File: src/rtl/fp_wb_pkg.sv
// Shared FP write-back types: register count, register index and data word.
package fp_wb_pkg;

  localparam int unsigned FP_NREG = 32;

  typedef logic [4:0]  fp_idx_t;
  typedef logic [31:0] fp_data_t;

endpackage

File: src/rtl/rr_arbiter.sv
// Round-robin arbiter: searches from ptr for the first active request,
// returns a one-hot grant and the pointer value following the winner.
module rr_arbiter #(
  parameter  int unsigned N  = 3,
  localparam int unsigned PW = (N > 1) ? $clog2(N) : 1
) (
  input  logic [N-1:0]  req,
  input  logic [PW-1:0] ptr,
  output logic [N-1:0]  grant,
  output logic [PW-1:0] next_ptr
);

  // First requester at or after ptr (wrapping) wins; pointer moves past it.
  always_comb begin
    logic          found;
    logic [PW-1:0] idx;
    grant    = '0;
    next_ptr = ptr;
    found    = 1'b0;
    idx      = '0;
    for (int unsigned k = 0; k < N; k++) begin
      idx = PW'((32'(ptr) + k) % N);
      if (!found && req[idx]) begin
        grant[idx] = 1'b1;
        next_ptr   = PW'((32'(idx) + 1) % N);
        found      = 1'b1;
      end
    end
  end

endmodule

File: src/rtl/fp_wb_scheduler.sv
// FP register-file write-back scheduler: round-robin sharing of the single
// RF write port, 32-entry busy scoreboard and RAW/WAW issue stall.
// Optional FP_WB_PERF_CNT_EN adds a saturating conflict_cnt output counting
// cycles in which two or more requesters are valid.
module fp_wb_scheduler
  import fp_wb_pkg::*;
#(
  parameter int unsigned N_REQ = 3
) (
  input  logic               clk,
  input  logic               rst,
  input  logic [N_REQ-1:0]   req_valid,
  input  logic [N_REQ*5-1:0] req_rd,
  input  logic [N_REQ*32-1:0] req_data,
  output logic [N_REQ-1:0]   req_ready,
  input  logic               issue_valid,
  input  logic [4:0]         issue_rd,
  input  logic [4:0]         issue_rs1,
  input  logic [4:0]         issue_rs2,
  output logic               issue_stall,
  output logic [31:0]        busy,
  output logic               w_en,
  output logic [4:0]         w_index,
  output logic [31:0]        w_data
`ifdef FP_WB_PERF_CNT_EN
  ,
  output logic [31:0]        conflict_cnt
`endif
);

  localparam int unsigned PW = (N_REQ > 1) ? $clog2(N_REQ) : 1;

  logic [PW-1:0]      ptr;
  logic [PW-1:0]      next_ptr;
  logic [N_REQ-1:0]   grant;
  logic               transfer;
  fp_idx_t            sel_rd;
  fp_data_t           sel_data;
  logic               set_en;
  logic [FP_NREG-1:0] busy_nxt;

  rr_arbiter #(.N(N_REQ)) u_arb (
    .req      (req_valid),
    .ptr      (ptr),
    .grant    (grant),
    .next_ptr (next_ptr)
  );

  // Grant is the ready; held low while reset is asserted.
  always_comb begin
    req_ready = rst ? '0 : grant;
    transfer  = |req_ready;
  end

  // Select the winning requester's destination and data.
  always_comb begin
    sel_rd   = '0;
    sel_data = '0;
    for (int unsigned i = 0; i < N_REQ; i++) begin
      if (grant[i]) begin
        sel_rd   = req_rd[i*5 +: 5];
        sel_data = req_data[i*32 +: 32];
      end
    end
  end

  // Hazard check against pending destinations; busy[0] is always clear.
  always_comb begin
    issue_stall = issue_valid & (busy[issue_rd] | busy[issue_rs1] | busy[issue_rs2]);
    set_en      = issue_valid & ~issue_stall & (issue_rd != '0);
  end

  // Clear on completed write, then set on issue so a same-index set wins.
  always_comb begin
    busy_nxt = busy;
    if (w_en)   busy_nxt[w_index]  = 1'b0;
    if (set_en) busy_nxt[issue_rd] = 1'b1;
    busy_nxt[0] = 1'b0;
  end

  // Scoreboard register.
  always_ff @(posedge clk or posedge rst) begin
    if (rst) busy <= '0;
    else     busy <= busy_nxt;
  end

  // Arbitration pointer and registered RF write port.
  always_ff @(posedge clk or posedge rst) begin
    if (rst) begin
      ptr     <= '0;
      w_en    <= 1'b0;
      w_index <= '0;
      w_data  <= '0;
    end else begin
      w_en <= transfer;
      if (transfer) begin
        ptr     <= next_ptr;
        w_index <= sel_rd;
        w_data  <= sel_data;
      end
    end
  end

`ifdef FP_WB_PERF_CNT_EN
  // Saturating count of cycles with contention on the write port.
  always_ff @(posedge clk or posedge rst) begin
    if (rst) conflict_cnt <= '0;
    else if (($countones(req_valid) >= 2) && (conflict_cnt != '1))
      conflict_cnt <= conflict_cnt + 32'd1;
  end
`endif

endmodule

File: config.mk
export PLATFORM = sky130hd
export DESIGN_NAME = fp_wb_scheduler
export DESIGN_NICKNAME = d
export VERILOG_FILES = /design/src/rtl/fp_wb_pkg.sv /design/src/rtl/rr_arbiter.sv /design/src/rtl/fp_wb_scheduler.sv
export SDC_FILE = /design/constraint.sdc
export NUM_CORES = 1
export LEC_CHECK = 0
export CORE_MARGIN = 3
export CORE_UTILIZATION = 49
export CTS_BUF_LIST = sky130_fd_sc_hd__clkbuf_4
export DETAILED_ROUTE_END_ITERATION = 16
export MAX_ROUTING_LAYER = met4
export PLACE_DENSITY = 0.88
export SLEW_MARGIN = 0
export SYNTH_ARGS = -nofsm -noshare
export SYNTH_HDL_FRONTEND = slang
export SYNTH_SLANG_ARGS = --single-unit
File: constraint.sdc
create_clock -name clk -period 6.4 [get_ports clk]
set_input_delay 1.28 -clock clk [delete_from_list [all_inputs] [get_ports clk]]
set_output_delay 1.28 -clock clk [all_outputs]
set_load 0.01 [all_outputs]
==> metrics.txt <==
initial standard-cell utilization of the core 51.8%; Clock Tree Root sky130_fd_sc_hd__clkbuf_4; Top-Level Pins 206; total congestion overflow 0; antenna viol nets, final 0; setup repair after global routing missed its margin false; arrival time at the worst endpoint 4.09 ns; post-route insts no fill 892; area share of the largest cell type after synthesis 34.1%; number of cells after detailed placement 876; maximum cell stage delay along the critical path 0.96 ns; Hold Crit Class flop to flop; reported max-cap violation count 0; port buffer count 204; length of the first detailed-routing pass in iterations 6; number of antenna violations at the first check in global routing 0; via count of the first global-routing pass 5802; number of pins exceeding their max-slew limit in the final report 0; critical path type primary input to output port; combined area of all synthesized cells 5210 µm²; Via Count 5856; period utilisation layout 83.9%; Unique masters post-synth 66; hold depth 2; number of levels the H-tree was split into 3; run status finished, final reports clean; Synth async-reset ratio 100%; launching point of the worst reg2reg path ptr[0]; fraction of final layout cells with drive strength greater than 1 6.72%; Main synth FF type sky130_fd_sc_hd__dfrtp_1; hold path startpoint w_data[9]; worst min-delay path endpoint w_data[9]; die height 109 µm; synthesized flop and latch total 71; Tot GR Track Use 34.3%; number of buffers added by the clock tree synthesis step 9; Cell Chain, Critical Path clkdlybuf4s50_1 -> inv_1 -> a32o_1 -> a222oi_1 -> and4bb_1 -> nand3_4 -> and2_1 -> clkdlybuf4s50_1; largest fanout of any net on the critical path 15; area enclosed by the die boundary 11900 µm²; worst skew pair latency 0.42 ns; Placeable Area 10000 µm²; post-synthesis average cell area 8.88 µm²; average routed wire per standard cell 22.2 µm; combined area of the multi-input logic cells 3100 µm²; P per Cell Area 437 nW/µm²; type of element launching the critical path primary input; worst-case vdd ir drop 0.461 mV; Area growth syn-to-layout 41.0%; R2R Path End w_data[16]; fmax 186 MHz; Top cell by count, worst path sky130_fd_sc_hd__clkdlybuf4s50_1; # nets final 891; Post-route DRC 0; final setup skew 0.0182 ns; slowest CP cell sky130_fd_sc_hd__clkdlybuf4s50_1; CTS tree built; cells after synthesis 586; clock edge transition at the registers on the reported setup and hold paths 0.12 ns; diode insertion count for antenna repair 0; fillers 734; dpl hpwl 15.2 mm; post-route setup TNS 0 ns; register-to-register setup slack 3.12 ns; Final GP Congestion 1.05; violation count after the first detailed-routing iteration 456; number of enable-type register cells in the synthesized netlist 0; slew at the pin closest to its max-slew limit 0.784 ns; critical path capture point type output port; maximum number of pins on one net before global-route repair 40; total of cells resized after clock tree synthesis 0; depth of the most critical reg-to-reg path 10; floorplan row count 36; YS warnings 0; data required time at the worst endpoint 5.12 ns; first-pass GRT wire length 30.4 mm; worst slew slack as a fraction of its limit 47.7%; final critical path time including I/O delays and setup 5.37 ns; total length of routed wires 19.8 mm; number of buffers added to fix hold violations after cts 0; flip-flop and latch area 1780 µm²; vias per cell 6.57; number of hold-slack violations in the final timing report 0; Critical Path Start issue_rd[1]; Mapped Nets 723; cell types with the largest area share after synthesis sky130_fd_sc_hd__dfrtp_1, sky130_fd_sc_hd__a221oi_1, sky130_fd_sc_hd__o31ai_1; total setup buffers inserted after CTS 0; Finish-stage setup viols 0; register area share after synthesis 34.1%; Horiz. Die Dim 109 µm; leakage dissipation 0.00285 µW; Sinks on Clock Net 71; maximum clock path buffer count 2; largest area contributor in the netlist sky130_fd_sc_hd__dfrtp_1
==> Yosys cell counts (7+ instances only) <==
cell / count
sky130_fd_sc_hd__nand3b_1: 9
sky130_fd_sc_hd__buf_6: 7
sky130_fd_sc_hd__o32ai_1: 7
sky130_fd_sc_hd__mux2i_1: 25
sky130_fd_sc_hd__buf_2: 19
sky130_fd_sc_hd__nand3_1: 43
sky130_fd_sc_hd__a221oi_1: 37
sky130_fd_sc_hd__nor2_1: 48
sky130_fd_sc_hd__inv_1: 12
sky130_fd_sc_hd__clkbuf_1: 24
sky130_fd_sc_hd__o31ai_1: 41
sky130_fd_sc_hd__o21ai_0: 53
sky130_fd_sc_hd__dfrtp_1: 71
sky130_fd_sc_hd__nand2_1: 30
sky130_fd_sc_hd__and3_1: 39
sky130_fd_sc_hd__mux4_2: 11
sky130_fd_sc_hd__o21ai_1: 12
==> power by group <==
part | total [µW] | switching [µW] | internal, µW
registers | 915 | 268 | 648
clock network | 277 | 158 | 119
logic | 2010 | 1080 | 930
==> logic make-up after synthesis <==
logic type	after synthesis	share of synthesized area [%]
AOI/OAI and AO/OA	183	25.1
adders and majority gates	6	1.39
buffers and inverters	71	6.83
DFF	71	34.1
muxes	38	10.0
other	1	0.0720
and+or+nand+nor	216	22.5
==> state kept, by name (all words and copies together) (netlist names) <==
name     count
busy        31
ptr          2
w_data      32
w_en         1
w_index      5
==> cells in the final DEF, fill, tap and decap left out, types with 3 or more instances in the layout <==
| cell | n |
|---|---|
| sky130_fd_sc_hd__nand2_1 | 30 |
| sky130_fd_sc_hd__clkbuf_4 | 10 |
| sky130_fd_sc_hd__ha_1 | 5 |
| sky130_fd_sc_hd__inv_1 | 11 |
| sky130_fd_sc_hd__nor2b_1 | 5 |
| sky130_fd_sc_hd__mux4_2 | 11 |
| sky130_fd_sc_hd__or3b_2 | 4 |
| sky130_fd_sc_hd__o31ai_1 | 41 |
| sky130_fd_sc_hd__a21oi_1 | 6 |
| sky130_fd_sc_hd__clkdlybuf4s50_1 | 204 |
| sky130_fd_sc_hd__nand3b_1 | 9 |
| sky130_fd_sc_hd__o21ai_0 | 52 |
| sky130_fd_sc_hd__buf_4 | 11 |
| sky130_fd_sc_hd__mux2i_1 | 25 |
| sky130_fd_sc_hd__nand4b_1 | 3 |
| sky130_fd_sc_hd__clkinv_1 | 3 |
| sky130_fd_sc_hd__o32ai_1 | 7 |
| sky130_fd_sc_hd__o22ai_1 | 4 |
| sky130_fd_sc_hd__and3_1 | 39 |
| sky130_fd_sc_hd__and2_1 | 4 |
| sky130_fd_sc_hd__nor2_1 | 48 |
| sky130_fd_sc_hd__a221oi_1 | 37 |
| sky130_fd_sc_hd__nand3_1 | 43 |
| sky130_fd_sc_hd__nand4_1 | 4 |
| sky130_fd_sc_hd__nor3_1 | 5 |
| sky130_fd_sc_hd__dfrtp_1 | 71 |
| sky130_fd_sc_hd__nand2b_1 | 5 |
| sky130_fd_sc_hd__o21ai_1 | 11 |
==> layer usage <==
metal / global-route usage [%] / vias to the layer above / wire (µm)
li1: - / 2589 / -
met1: 41.8 / 2799 / 7520
met2: 56.0 / 400 / 9490
met3: 7.22 / 68 / 1980
met4: 13.0 / 0 / 839
met5: - / - / 0
==> worst max path at each step <==
stage / end / cells past startpoint / slack [ns]
floorplan: issue_stall / 7 / 2.24
global placement: issue_stall / 8 / 1.09
detailed placement: issue_stall / 8 / 1.06
CTS: issue_stall / 8 / 1.06
global route: issue_stall / 8 / 0.91
finish: issue_stall / 8 / 1.03
==> worst max-delay path: cells and delay by family <==
family                 cells  cell delay (ns)
AO/OA/AOI/OAI              2             0.54
buffers and inverters      3             1.67
AND/OR/NAND/NOR            3             0.58
==> stage by stage <==
step           setup WS (ns)  utilization (%)  area (µm²)  hold slack (ns)  total power [µW]
2_1_floorplan           2.24                -        5210            0.512              2070
3_3_place_gp            1.09             71.8        7210            0.483              2840
3_5_place_dp            1.06             71.8        7210            0.494              2900
4_1_cts                 1.06             73.1        7340            0.520              3190
5_1_grt                0.911             73.1        7340            0.543              3410
6_report                1.03             73.1        7340            0.517              3200
==> cell type report <==
cell class              instances  share of cell area (%)
flip-flops and latches         71                    24.2
clock inverters                 6                   0.699
multi-input cells             444                    42.2
inverters                      13                   0.665
repair buffers                215                    28.9
clock buffers                  10                    1.02
well taps                     133                    2.27
Power figures use the tool's default switching activity.
